===== src/rtl/spi_reg_receiver.sv =====
//------------------------------------------------------------------------------
// Module   : spi_reg_receiver
// Brief    : SPI Mode-0 write-only front end feeding five 8-bit control
//            registers. The optional readback path is enabled by defining
//            the macro SPI_READBACK_EN.
// Revision : 1.0
//------------------------------------------------------------------------------
`default_nettype none

module spi_reg_receiver #(
  parameter int SYNC_STAGES = 2
) (
  input  logic       clk,
  input  logic       rst,
  input  logic       sclk,
  input  logic       copi,
  input  logic       ncs,
  output logic       cipo,
  output logic [7:0] en_reg_out_7_0,
  output logic [7:0] en_reg_out_15_8,
  output logic [7:0] en_reg_pwm_7_0,
  output logic [7:0] en_reg_pwm_15_8,
  output logic [7:0] pwm_duty_cycle,
  output logic [2:0] addr_out,
  output logic       wr_strobe
);

  typedef enum logic [1:0] {
    ST_IDLE   = 2'd0,
    ST_SHIFT  = 2'd1,
    ST_COMMIT = 2'd2
  } state_t;

  // Synchronizers and edge detection
  logic [SYNC_STAGES-1:0] sclk_sync_q;
  logic [SYNC_STAGES-1:0] copi_sync_q;
  logic [SYNC_STAGES-1:0] ncs_sync_q;
  logic                   sclk_prev_q;
  logic                   ncs_prev_q;
  logic                   sclk_s;
  logic                   copi_s;
  logic                   ncs_s;
  logic                   sclk_rise;
  logic                   sclk_fall;
  logic                   ncs_rise;
  logic                   ncs_fall;

  // Idle levels are preloaded so reset release never looks like an edge.
  always_ff @(posedge clk) begin
    if (rst) begin
      sclk_sync_q <= '0;
      copi_sync_q <= '0;
      ncs_sync_q  <= '1;
      sclk_prev_q <= 1'b0;
      ncs_prev_q  <= 1'b1;
    end else begin
      sclk_sync_q <= {sclk_sync_q[SYNC_STAGES-2:0], sclk};
      copi_sync_q <= {copi_sync_q[SYNC_STAGES-2:0], copi};
      ncs_sync_q  <= {ncs_sync_q[SYNC_STAGES-2:0], ncs};
      sclk_prev_q <= sclk_s;
      ncs_prev_q  <= ncs_s;
    end
  end

  assign sclk_s    = sclk_sync_q[SYNC_STAGES-1];
  assign copi_s    = copi_sync_q[SYNC_STAGES-1];
  assign ncs_s     = ncs_sync_q[SYNC_STAGES-1];
  assign sclk_rise = sclk_s & ~sclk_prev_q;
  assign sclk_fall = ~sclk_s & sclk_prev_q;
  assign ncs_rise  = ncs_s & ~ncs_prev_q;
  assign ncs_fall  = ~ncs_s & ncs_prev_q;

  // Frame shifter
  state_t      state_q;
  logic [15:0] shift_q;
  logic [15:0] shift_d;
  logic [4:0]  bit_cnt_q;
  logic [4:0]  bit_cnt_d;
  logic        overflow_q;
  logic        overflow_d;
  logic        shift_en;

  // ncs_rise implies synced ncs high, so a coincident sclk rise is dropped.
  assign shift_en = (state_q == ST_SHIFT) && sclk_rise && !ncs_s;

  always_comb begin
    shift_d    = shift_q;
    bit_cnt_d  = bit_cnt_q;
    overflow_d = overflow_q;
    if (shift_en) begin
      shift_d = {shift_q[14:0], copi_s};
      if (bit_cnt_q == 5'd16) begin
        overflow_d = 1'b1;
      end else begin
        bit_cnt_d = bit_cnt_q + 5'd1;
      end
    end
  end

  logic       frame_write;
  logic [6:0] frame_addr;
  logic [7:0] frame_data;
  logic       commit_wr;
  logic       frame_good;

  assign frame_write = shift_q[15];
  assign frame_addr  = shift_q[14:8];
  assign frame_data  = shift_q[7:0];
  assign commit_wr   = frame_write && (frame_addr < 7'd5);
  assign frame_good  = (bit_cnt_q == 5'd16) && !overflow_q;

  // Register file and control FSM
  logic [7:0] reg0_q;
  logic [7:0] reg1_q;
  logic [7:0] reg2_q;
  logic [7:0] reg3_q;
  logic [7:0] reg4_q;
  logic [2:0] addr_out_q;
  logic       wr_strobe_q;

  always_ff @(posedge clk) begin
    if (rst) begin
      state_q     <= ST_IDLE;
      shift_q     <= '0;
      bit_cnt_q   <= '0;
      overflow_q  <= 1'b0;
      reg0_q      <= '0;
      reg1_q      <= '0;
      reg2_q      <= '0;
      reg3_q      <= '0;
      reg4_q      <= '0;
      addr_out_q  <= '0;
      wr_strobe_q <= 1'b0;
    end else begin
      wr_strobe_q <= 1'b0;
      case (state_q)
        ST_IDLE: begin
          if (ncs_fall) begin
            state_q    <= ST_SHIFT;
            bit_cnt_q  <= '0;
            overflow_q <= 1'b0;
          end
        end
        ST_SHIFT: begin
          if (ncs_rise) begin
            if (frame_good) begin
              state_q     <= ST_COMMIT;
              wr_strobe_q <= commit_wr;
            end else begin
              state_q <= ST_IDLE;
            end
          end else begin
            shift_q    <= shift_d;
            bit_cnt_q  <= bit_cnt_d;
            overflow_q <= overflow_d;
          end
        end
        ST_COMMIT: begin
          if (commit_wr) begin
            addr_out_q <= frame_addr[2:0];
            case (frame_addr[2:0])
              3'd0:    reg0_q <= frame_data;
              3'd1:    reg1_q <= frame_data;
              3'd2:    reg2_q <= frame_data;
              3'd3:    reg3_q <= frame_data;
              default: reg4_q <= frame_data;
            endcase
          end
          // A chip-select fall seen here must still open the next frame.
          if (ncs_fall) begin
            state_q    <= ST_SHIFT;
            bit_cnt_q  <= '0;
            overflow_q <= 1'b0;
          end else begin
            state_q <= ST_IDLE;
          end
        end
        default: state_q <= ST_IDLE;
      endcase
    end
  end

  assign en_reg_out_7_0  = reg0_q;
  assign en_reg_out_15_8 = reg1_q;
  assign en_reg_pwm_7_0  = reg2_q;
  assign en_reg_pwm_15_8 = reg3_q;
  assign pwm_duty_cycle  = reg4_q;
  assign addr_out        = addr_out_q;
  assign wr_strobe       = wr_strobe_q;

`ifdef SPI_READBACK_EN
  logic [7:0] rb_q;
  logic       cipo_q;
  logic [7:0] rb_hdr;
  logic [7:0] rb_sel;
  logic       rb_load;
  logic       rb_shift;

  assign rb_hdr   = {shift_q[6:0], copi_s};
  assign rb_load  = shift_en && (bit_cnt_q == 5'd7);
  assign rb_shift = (state_q == ST_SHIFT) && sclk_fall &&
                    (bit_cnt_q >= 5'd8) && (bit_cnt_q <= 5'd15);

  always_comb begin
    rb_sel = 8'h00;
    case (rb_hdr[6:0])
      7'd0:    rb_sel = reg0_q;
      7'd1:    rb_sel = reg1_q;
      7'd2:    rb_sel = reg2_q;
      7'd3:    rb_sel = reg3_q;
      7'd4:    rb_sel = reg4_q;
      default: rb_sel = 8'h00;
    endcase
  end

  // The MSB is launched on the falling edge after bit 8 so the master's
  // rising edges 9..16 see bits 7..0.
  always_ff @(posedge clk) begin
    if (rst || ncs_s) begin
      rb_q   <= '0;
      cipo_q <= 1'b0;
    end else if (rb_load) begin
      rb_q <= rb_hdr[7] ? 8'h00 : rb_sel;
    end else if (rb_shift) begin
      cipo_q <= rb_q[7];
      rb_q   <= {rb_q[6:0], 1'b0};
    end
  end

  assign cipo = cipo_q & ~ncs_s;
`else
  assign cipo = 1'b0;
`endif

endmodule

`default_nettype wire


===== config.mk =====
export PLATFORM = sky130hd
export DESIGN_NAME = spi_reg_receiver
export DESIGN_NICKNAME = d
export VERILOG_FILES = /design/src/rtl/spi_reg_receiver.sv
export SDC_FILE = /design/constraint.sdc
export NUM_CORES = 1
export LEC_CHECK = 0
export CAP_MARGIN = 25
export CORE_MARGIN = 1
export CORE_UTILIZATION = 47
export DETAILED_ROUTE_END_ITERATION = 6
export DONT_BUFFER_PORTS = 1
export PLACE_DENSITY = 0.67
export SLEW_MARGIN = 20
export SYNTH_ARGS = -nofsm -noshare
export SYNTH_HDL_FRONTEND = slang
export SYNTH_SLANG_ARGS = --single-unit
export TNS_END_PERCENT = 30

===== constraint.sdc =====
create_clock -name clk -period 2.2 [get_ports clk]
set_input_delay 0.22 -clock clk [delete_from_list [all_inputs] [get_ports clk]]
set_output_delay 0.22 -clock clk [all_outputs]
set_load 0.1 [all_outputs]

---- Word-level counts from Yosys, hierarchy flattened ----
Index checks and enable logic that the tools add are counted.
word-level totals
  bits in writable memories ............... 0
  input bits .............................. 5
  memories ................................ 0
  latch bits .............................. 0
  word-level logic and storage cells ...... 78
  bits in registers ....................... 76
  output and inout bits ................... 45
  memory bits (read-only) ................. 0
operators by class
  equality and inequality tests ........... 13
  add/sub/neg operators ................... 1
  multiply operators ...................... 0
  magnitude comparators ................... 1
  mux-type cells .......................... 15
  shifts and indexed selects .............. 0
  reduce and logical (&&, ||, !) cells .... 22
  divide/modulo/power cells ............... 0
  bitwise gates (word level) .............. 10
operator list
  cell                   number
  $mux W5                4
  $reduce_and A3 Y1      6
  $ne A2 B2 Y1 const B   5
  $pmux W5 S2            1
  $reduce_and A5 Y1      2
  $reduce_or A4 Y1       2
  $lt A7 B3 Y1 const B   1
  $not A1 Y1             7
  $eq A3 B2 Y1 const B   2
  $mux W2                3
  $pmux W2 S3            1
  $add A5 B1 Y5 const B  1
  $eq A5 B5 Y1 const B   1
  $mux W1                5
  $logic_and A1 B1 Y1    4
  $ne A2 B1 Y1 const B   2
  $reduce_and A2 Y1      2
  $and A1 B1 Y1          3
  $eq A3 B1 Y1 const B   1
  $logic_not A3 Y1       1
  $eq A2 B1 Y1 const B   1
  $eq A2 B2 Y1 const B   1
  $logic_not A1 Y1       2
  $logic_not A2 Y1       1
  other kinds (3)        3

---- Depth between registers and ports, before layout ----
Gate-level depths: netlist (run 1).
  depth after elaboration ................. 7
  mapped depth ............................ 6
  depth with buffers taken out ............ 6

---- Worst setup path before layout (run 1) ----
No wires, ideal clock.
  kind .................................... flip-flop to flip-flop
  start ................................... reg bit_cnt_q[0]
  end ..................................... reg bit_cnt_q[4]
  cell stages (with the launch flop) ...... 7
  arrival time ............................ 1.374 ns
  library setup time ...................... 0.132 ns
  path buffers ............................ 0
  setup slack ............................. 0.694 ns
  required time ........................... 2.068 ns
  period minus slack after synthesis ...... 1.506 ns
  path through ............................ dfxtp_1 inv_1 ha_1 and4bb_2 a221oi_2 nand2b_1 a21oi_1
between the ends
  longest elaborated chain between the ends .. 5
  elaborated cells on any way between the ends .. 8
  classes of those cells .................. add/sub: 1; eq/ne: 2; mux: 4; reduce/logical: 1
ends and longest elaborated chain
  item                      line  source
  start: declaration        77    logic [4:0] bit_cnt_q;
  start signal: assignment  154   bit_cnt_q <= bit_cnt_d;
  $add A5 B1 Y5             95    bit_cnt_d = bit_cnt_q + 5'd1;
  $mux W5                   92    if (bit_cnt_q == 5'd16) begin
  $mux W5                   90    if (shift_en) begin
  $mux W5                   145   if (ncs_rise) begin
  $pmux W5 S2               136   case (state_q)
Several ways; a longest one is shown, not always the timed one. The select of a mux whose other input is x is not followed.
A chain may end at the register's enable or synchronous reset.

---- Worst setup path after layout (run 1) ----
  start ................................... reg state_q[0]
  end ..................................... reg reg1_q[5] (netlist: en_reg_out_15_8[5])
between the ends
  longest elaborated chain between the ends .. 2
ends and longest elaborated chain
  item                                line  source
  start: declaration                  74    state_t state_q;
  start signal: assignment            123   state_q <= ST_IDLE;
  start signal: assignment            139   state_q <= ST_SHIFT;
  start signal: assignment            147   state_q <= ST_COMMIT;
  $eq A2 B2 Y1                        136
  $reduce_and A3 Y1 (no source line)  n/a
  end signal: assignment              163   3'd1: reg1_q <= frame_data;
  end: declaration                    114   logic [7:0] reg1_q;
No other way between the ends.

==> flow_metrics.tcl, run 1 <==
set metrics [dict create \
    synth_area_per_cell_um2 9.60 \
    power_per_cell_area_nw_per_um2 703 \
    die_w_um 80.5 \
    dieArea_um2 6480 \
    clock_path_buffers 2 \
    n_antenna_cell 0 \
    yosysWarnings 0 \
    clk_pin_slew_ps 80 \
    initialDrtViolationCount 115 \
    start_kind "register" \
    ant_nets 0 \
    holdCritPathClass "in -> reg" \
    rsz0062_at_grt "no" \
    place_inst 406 \
    cts_tree "yes" \
    gp_congestion 0.728 \
    worstReg2RegEnd "en_reg_out_15_8[5]$_SDFFE_PP0P_" \
    fin_util_pct 59.3 \
    drive_gt1_share_pct 21.1 \
    maxSlewViolCount 0 \
    peakVddDrop_v 0.000558 \
    crit_start "state_q[0]$_SDFFE_PP0P_" \
    cts.repair.resized 0 \
    maxCapViolations 0 \
    top_level_ports 50 \
    grt_antenna_before_repair 0 \
    root_buffer "clkbuf_8" \
    synth_area_leaders "dfxtp_1, mux2i_1, nor2_1" \
    power_mw 2.47 \
    setup_viol 0 \
    htreeDepth 3 \
    initial_utilization_pct 48.9 \
    r2r_setup_slack_ps 400 \
    nNetsFinal 353 \
    worst_pin_slew_ps 512 \
    worstReg2RegStart "state_q[0]$_SDFFE_PP0P_" \
    wl_um 6010 \
    fin_ws_ps 398 \
    syn_area_um2 2900 \
    grt_use_total_pct 20.1 \
    outcome "completed" \
    ff2ff_path_depth 4 \
    worstPathRequired_ps 2430 \
    clk_latency_ps 340 \
    num_rows 28 \
    critPathCaptureType "register" \
    fin_setup_tns_ps 0 \
    hold_viol 0 \
    fin_worst_skew_ps 10.8 \
    layoutNonFillerInstCount 425 \
    hpwlAfterDp_um 3730 \
    avgViaCountPerCell 5.09 \
    core_area_um2 5920 \
    port_buffers 0 \
    crit_arrival_ps 2030 \
    fmax_mhz 555 \
    min_period_ps 1800 \
    syn_nets 309 \
    ys_seq_area_share_pct 52.5 \
    synth_area_leader_cell "dfxtp_1" \
    area_growth_pct 21.2 \
    cts_setup_buffers 0 \
    crit_path_end "en_reg_out_15_8[5]$_SDFFE_PP0P_" \
    finalCritPeriodShare_pct 81.9 \
    vias 2163 \
    drc 0 \
    fillers 512 \
    die_h_um 80.5 \
    netlist.area_leader.share_pct 52.5 \
    cts_hold_buf 4 \
    first_global_vias 2002 \
    syn_inst 302 \
    path_class "reg -> reg" \
    post-place-ws_ps 427 \
    cts_buffers 9 \
    synthDistinctLibCells 34 \
    synth_seq_cells 76 \
    total_leakage_power_nw 1.54 \
    grt_remaining_overflow 0 \
    cts.sinks 76 \
    first_pass_iters 4 \
    grt_max_degree 77 \
    wl_per_cell_um 14.1 \
    max_slew_margin_pct 65.8 \
    crit_fanout 13 \
    grt_pass1_wl_um 9670 \
]
power breakdown:
part	internal [mW]	total (mW)	switching (mW)
Clock	0.519	1.02	0.505
Sequential	1.38	1.39	0.00738
Combinational	0.0187	0.0556	0.0369
Total	1.92	2.47	0.549
Yosys cell counts:
cell type / number
nand3_1: 3
buf_4: 3
nor3_1: 2
a31oi_1: 2
or2_2: 4
nand4bb_1: 1
and3_1: 1
inv_1: 3
and2_1: 1
nand2b_1: 6
and4b_1: 3
nand2_1: 35
clkbuf_2: 1
nor2b_1: 9
nor4_1: 3
a211oi_1: 2
dfxtp_1: 76
o21ai_0: 2
nor4b_4: 1
nand4_2: 1
nand4b_1: 3
nor3b_2: 1
a221oi_2: 1
ha_1: 2
o31ai_1: 1
nor2_1: 48
clkbuf_1: 12
conb_1: 1
mux2i_1: 43
nand3b_1: 2
nand4_1: 2
and4bb_2: 1
buf_2: 4
a21oi_1: 22
kinds of logic after synthesis:
logic type	after synthesis	share of synthesized area, %
multiplexers	43	14.9
buffers and inverters	23	3.58
flip-flops	76	52.5
AND/OR/NAND/NOR	127	22.2
other	1	0.129
AO/OA/AOI/OAI	30	5.87
adder cells (fa/ha/maj)	2	0.863
routing by layer:
metal  vias up  wire [µm]  share of wire (%)  GRT usage (%)
li1       1105          -                  -              -
met1       988       2840                 47           26.4
met2        58       2680                 45           29.9
met3        12        357                5.9           5.68
met4         0        118                2.0           9.82
met5         -          0                  0              0
cell usage in the layout, fill, tap and decap left out, types with 3 or more instances in the layout:
master,count
dfxtp_1,76
buf_4,49
nor2_1,48
mux2i_1,43
nand2_1,35
a21oi_1,22
nor2b_1,9
clkbuf_8,9
nand2b_1,6
or2_2,4
inv_1,3
nor4_1,3
nand3_1,3
and4b_1,3
nand4b_1,3
dlygate4sd3_1,3
per-stage QoR:
step           cell area (µm²)  hold slack, ps
2_1_floorplan             2900             324
3_3_place_gp              3270             296
3_5_place_dp              3270             298
4_1_cts                   3510            78.3
5_1_grt                   3510             122
6_report                  3510            94.0
worst max-delay path: stages (launching register included):
cell and delay, ps:
dfxtp_1 450, nor4b_4 370, and4b_1 570, mux2i_1 240, nor2_1 60
state kept, by name, indices dropped and copies added (netlist names):
| signal | flops |
|---|---|
| en_reg_pwm_15_8 | 8 |
| ncs_sync_q | 2 |
| state_q | 2 |
| overflow_q | 1 |
| copi_sync_q | 2 |
| en_reg_pwm_7_0 | 8 |
| addr_out | 3 |
| shift_q | 16 |
| en_reg_out_7_0 | 8 |
| wr_strobe | 1 |
| bit_cnt_q | 5 |
| en_reg_out_15_8 | 8 |
| sclk_sync_q | 2 |
| sclk_prev_q | 1 |
| ncs_prev_q | 1 |
| pwm_duty_cycle | 8 |
worst min path at each step:
| stage | startpoint | endpoint | depth (start not counted) |
|---|---|---|---|
| floorplan | ncs | ncs_sync_q[0]$_SDFF_PP1_ | 1 |
| global placement | rst | bit_cnt_q[2]$_SDFFE_PP0P_ | 1 |
| detailed placement | rst | bit_cnt_q[2]$_SDFFE_PP0P_ | 1 |
| CTS | rst | bit_cnt_q[0]$_SDFFE_PP0P_ | 3 |
| global route | rst | bit_cnt_q[0]$_SDFFE_PP0P_ | 3 |
| finish | rst | bit_cnt_q[0]$_SDFFE_PP0P_ | 3 |
layout make-up:
| type | instances | area, µm² | area share (%) |
|---|---|---|---|
| clock buffers | 9 | 124 | 3.53 |
| clock inverters | 6 | 65.1 | 1.85 |
| inverters | 3 | 11.3 | 0.321 |
| multi-input cells | 203 | 1270 | 36.2 |
| flip-flops and latches | 76 | 1520 | 43.3 |
| well taps | 75 | 93.8 | 2.67 |
| repair buffers | 53 | 425 | 12.1 |
Note: power is estimated with default switching activity, not from simulation.
==> run 2: changes to the inputs <==
- clock period: 2.2 -> 1.66 ns (I/O delays scaled with it)
==> flow_metrics.tcl, run 2 (synthesis results as in run 1) <==
set metrics [dict create \
    grt_remaining_overflow 0 \
    crit_path_top_delay_cell "nor4b_4" \
    worstPathRequired_ps 1890 \
    start_kind "register" \
    crit_chain "nor4b_4 -> and4b_1 -> buf_12 -> mux2i_2 -> nor2_1" \
    maxCapViolations 0 \
    highest_layer "met4" \
    fin_util_pct 62.1 \
    multi_input_area_um2 1300 \
    hp-start "rst" \
    peakVddDrop_v 0.000587 \
    initialDrtViolationCount 150 \
    clk_latency_ps 340 \
    grt_antenna_before_repair 0 \
    vias 2172 \
    port_buffers 0 \
    regMostFlops "shift_q" \
    worstReg2RegEnd "en_reg_out_7_0[2]$_SDFFE_PP0P_" \
    top_level_ports 50 \
    hpwlAfterDp_um 3720 \
    power_per_cell_area_nw_per_um2 957 \
    dr_wl_met3_um 240 \
    first_pass_iters 4 \
    drc 0 \
    wl_met2_um 2570 \
    gp_congestion 0.714 \
    wl_um 5970 \
    fillers 505 \
    htreeDepth 3 \
    root_buffer "clkbuf_8" \
    setup_viol 0 \
    grt_max_degree 73 \
    wl_met1_um 3060 \
    area_growth_pct 26.9 \
    layout.cells.most_common "dfxtp_1" \
    crit_arrival_ps 1820 \
    crit_fanout 8 \
    finalCritPeriodShare_pct 95.8 \
    critPathCaptureType "register" \
    fin_setup_tns_ps 0 \
    grt_use_total_pct 20.0 \
    slowest_delay_ps 390 \
    regArea_um2 1530 \
    hold_viol 0 \
    first_global_vias 1918 \
    hold_end "bit_cnt_q[0]$_SDFFE_PP0P_" \
    drive_gt1_share_pct 25.3 \
    wl_per_cell_um 13.8 \
    min_period_ps 1590 \
    outcome "completed" \
    maxSlewViolCount 0 \
    avgViaCountPerCell 5.00 \
    dieArea_um2 6480 \
    worstReg2RegStart "shift_q[13]$_SDFFE_PP0P_" \
    fmax_mhz 629 \
    ff2ff_path_depth 5 \
    num_rows 28 \
    cts.sinks 76 \
    n_antenna_cell 0 \
    total_leakage_power_nw 1.62 \
    largest_reg_flops 16 \
    nNetsFinal 361 \
    layout_common_cells "dfxtp_1, buf_4, nor2_1" \
    fin_worst_skew_ps 14.1 \
    clk_pin_slew_ps 80 \
    holdCritPathClass "in -> reg" \
    grt_pass1_wl_um 9520 \
    holdPathStages 3 \
    crit_start "shift_q[13]$_SDFFE_PP0P_" \
    cts_buffers 9 \
    die_w_um 80.5 \
    cts_tree "yes" \
    ant_nets 0 \
    path_class "reg -> reg" \
    r2r_setup_slack_ps 70 \
    rsz0062_at_grt "yes" \
    initial_utilization_pct 48.9 \
    clock_path_buffers 2 \
    die_h_um 80.5 \
    core_area_um2 5920 \
]
## run 2: cell types whose count changed in the layout (fill, tap and decap cells not counted), sizes merged
cell         before  now
buf              50   56
bufinv            1    2
clkbuf            9   11
clkinv            3    2
clkinvlp          1    0
dlygate4sd3       3    5
## run 2: report_power, final
group | internal, mW | leakage [nW] | switching (mW)
Clock | 0.934 | 0.120 | 0.663
Sequential | 1.83 | 0.616 | 0.00727
Combinational | 0.0296 | 0.880 | 0.0530
Total | 2.80 | 1.62 | 0.723
## run 2: area by class of cell
type                       instances  area share [%]
tap                               75            2.55
inverter                           3           0.306
clock buffer                      11            4.12
sequential                        76            41.5
multi-input combinational        203            35.2
clock inverter                     5            2.24
timing repair buffer              61            14.0
## run 2: repair_timing
action                                  in CTS  in global routing
setup buffers                                0                  3
hold buffers                                 6                  0
endpoints found under the setup margin       2                 20
pin swaps                                    0                  6
gates resized for setup                      1                 11
endpoints found under the hold margin       76                  0
## run 2: worst max path at each step
stage,to,slack (ps),depth (start not counted)
6_report,en_reg_out_7_0[2]$_SDFFE_PP0P_,70,5
2_1_floorplan,bit_cnt_q[4]$_SDFFE_PP0P_,150,6
3_5_place_dp,bit_cnt_q[3]$_SDFFE_PP0P_,-20,6
4_1_cts,bit_cnt_q[1]$_SDFFE_PP0P_,50,6
3_3_place_gp,bit_cnt_q[3]$_SDFFE_PP0P_,70,6
5_1_grt,state_q[1]$_SDFFE_PP0P_,-30,4
## run 2: stage by stage
stage          area (µm²)  setup slack, ps  hold slack (ps)  power, mW  cells
3_5_place_dp         3310            -15.4              247       1.92    409
3_3_place_gp         3310             67.3              240       1.92    409
2_1_floorplan        2900              154              270       1.94    302
5_1_grt              3680            -33.1             73.1       3.64    434
4_1_cts              3640             53.6             21.0       3.55    431
6_report             3680             70.1             35.5       3.52    434
## run 2: metal layers
layer,GRT usage [%],vias up
met5,0,-
met4,9.64,0
met3,4.55,9
met2,28.3,47
met1,28.2,994
li1,-,1122
## run 2: worst max-delay path: cells and delay by family, from the launching register on
family,cells,cell delay [ps]
buffers and inverters,1,150
DFF,1,350
muxes,1,210
and+or+nand+nor,3,760
==> run 3: changes to the inputs <==
- clock period: 1.66 -> 2.05 ns (I/O delays scaled with it)
==> flow_metrics.tcl, run 3 (synthesis results as in run 1) <==
set metrics [dict create \
    nNetsFinal 354 \
    first_pass_iters 4 \
    die_h_um 80.5 \
    power_mw 2.71 \
    total_leakage_power_nw 1.55 \
    fmax_mhz 548 \
    clk_latency_ps 350 \
    finalCritPeriodShare_pct 89.1 \
    r2r_setup_slack_ps 220 \
    crit_arrival_ps 2060 \
    slowest_delay_ps 520 \
    cts.sinks 76 \
    crit_path_top_delay_cell "nor4b_4" \
    worstReg2RegEnd "en_reg_out_15_8[0]$_SDFFE_PP0P_" \
    path_class "reg -> reg" \
    hold_end "bit_cnt_q[0]$_SDFFE_PP0P_" \
    initialDrtViolationCount 147 \
    peakVddDrop_v 0.000413 \
    die_w_um 80.5 \
    rsz0062_at_grt "no" \
    crit_chain "nor4b_4 -> and4b_1 -> buf_4 -> mux2i_1 -> nor2_1" \
    fin_worst_skew_ps 13.6 \
    ff2ff_path_depth 5 \
    root_buffer "clkbuf_8" \
    n_antenna_cell 0 \
    area_growth_pct 22.2 \
    cts_setup_buffers 0 \
    fin_setup_tns_ps 0 \
    wl_per_cell_um 13.9 \
    layout_common_cells "dfxtp_1, buf_4, nor2_1" \
    power_frac_comb_pct 2.2 \
    clock_path_buffers 2 \
    grt_pass1_wl_um 9470 \
    p_sw_mw 0.606 \
    p_sw_share_pct 22.4 \
    grt_antenna_before_repair 0 \
    avgViaCountPerCell 5.12 \
    worstPathRequired_ps 2280 \
    drc 0 \
    clk_pin_slew_ps 80 \
    p_int_mw 2.11 \
    min_period_ps 1830 \
    wl_um 5940 \
    top_level_ports 50 \
    cts_buffers 9 \
    crit_fanout 13 \
    start_kind "register" \
    cts_tree "yes" \
    maxCapViolations 0 \
    largest_reg_flops 16 \
    hp-start "rst" \
    gp_congestion 0.750 \
    holdPathStages 3 \
    clockPowerShare_pct 42.8 \
    hpwlAfterDp_um 3760 \
    regMostFlops "shift_q" \
    grt_use_total_pct 19.5 \
    vias 2188 \
    power_per_cell_area_nw_per_um2 766 \
    grt_remaining_overflow 0 \
    seq_power_share_pct 55.0 \
    first_global_vias 1841 \
    dieArea_um2 6480 \
    critPathCaptureType "register" \
    initial_utilization_pct 48.9 \
    outcome "completed" \
    hold_viol 0 \
    port_buffers 0 \
    htreeDepth 3 \
    core_area_um2 5920 \
    layout.cells.most_common "dfxtp_1" \
    drive_gt1_share_pct 21.6 \
    setup_viol 0 \
    num_rows 28 \
    worstReg2RegStart "state_q[0]$_SDFFE_PP0P_" \
    grt_max_degree 77 \
    maxSlewViolCount 0 \
    holdCritPathClass "in -> reg" \
    ant_nets 0 \
]
-- run 3: changes by cell type in the layout (fill, tap and decap cells not counted), sizes merged --
| cell | previous run | this run |
|---|---|---|
| buf | 56 | 51 |
| dlygate4sd3 | 5 | 3 |
| clkbuf | 11 | 10 |
| bufinv | 2 | 1 |
| clkinvlp | 0 | 2 |
-- run 3: power groups by stage --
stage	clock, mW	sequential, mW	combinational [mW]
floorplan	0	1.52	0.0506
global placement	0	1.53	0.0282
detailed placement	0	1.53	0.0286
CTS	1.19	1.49	0.0597
global route	1.26	1.49	0.0647
finish	1.16	1.49	0.0595
-- run 3: critical path, delay by kind of cell, from the launching register on --
kind                   cells  cell delay (ps)
flip-flops                 1              450
multiplexers               1              220
buffers and inverters      1              200
AND/OR/NAND/NOR            3              850
-- run 3: routing by layer --
| metal | share of wire [%] | vias to the layer above | GRT usage [%] |
|---|---|---|---|
| met1 | 50 | 1012 | 28.8 |
| met2 | 43 | 58 | 25.5 |
| met3 | 4.8 | 10 | 5.00 |
| li1 | - | 1108 | - |
| met5 | 0 | - | 0 |
| met4 | 1.5 | 0 | 10.0 |
-- run 3: stage by stage --
stage / instances / setup slack [ps] / cell area [µm²] / hold slack [ps] / utilization (%)
finish: 427 / 224 / 3540 / 68.3 / 59.8
global route: 427 / 100 / 3540 / 57.6 / 59.8
CTS: 427 / 251 / 3540 / 53.5 / 59.8
detailed placement: 407 / 257 / 3270 / 283 / 55.3
global placement: 407 / 325 / 3270 / 280 / 55.3
floorplan: 302 / 544 / 2900 / 309 / -
-- run 3: worst max-delay path by stage --
stage | cells after the start | startpoint | slack (ps) | end
6_report | 5 | state_q[0]$_SDFFE_PP0P_ | 220 | en_reg_out_15_8[0]$_SDFFE_PP0P_
5_1_grt | 4 | state_q[0]$_SDFFE_PP0P_ | 100 | bit_cnt_q[3]$_SDFFE_PP0P_
4_1_cts | 5 | state_q[0]$_SDFFE_PP0P_ | 250 | en_reg_out_15_8[7]$_SDFFE_PP0P_
3_5_place_dp | 5 | state_q[0]$_SDFFE_PP0P_ | 260 | en_reg_out_15_8[0]$_SDFFE_PP0P_
3_3_place_gp | 5 | state_q[0]$_SDFFE_PP0P_ | 330 | en_reg_out_15_8[1]$_SDFFE_PP0P_
2_1_floorplan | 6 | bit_cnt_q[0]$_SDFFE_PP0P_ | 540 | bit_cnt_q[4]$_SDFFE_PP0P_
-- run 3: timing repair --
| action | in CTS | in global routing |
|---|---|---|
| hold buffers | 4 | 0 |
| gates resized for setup | 0 | 0 |
| endpoints found under the hold margin | 76 | 0 |
-- run 3: cell type report --
class,instances,area (µm²)
clock inverter,6,71.3
timing repair buffer,54,433
fill,493,2380
tap,75,93.8
inverter,3,11.3
sequential,76,1520
multi-input combinational,203,1270
clock buffer,10,138
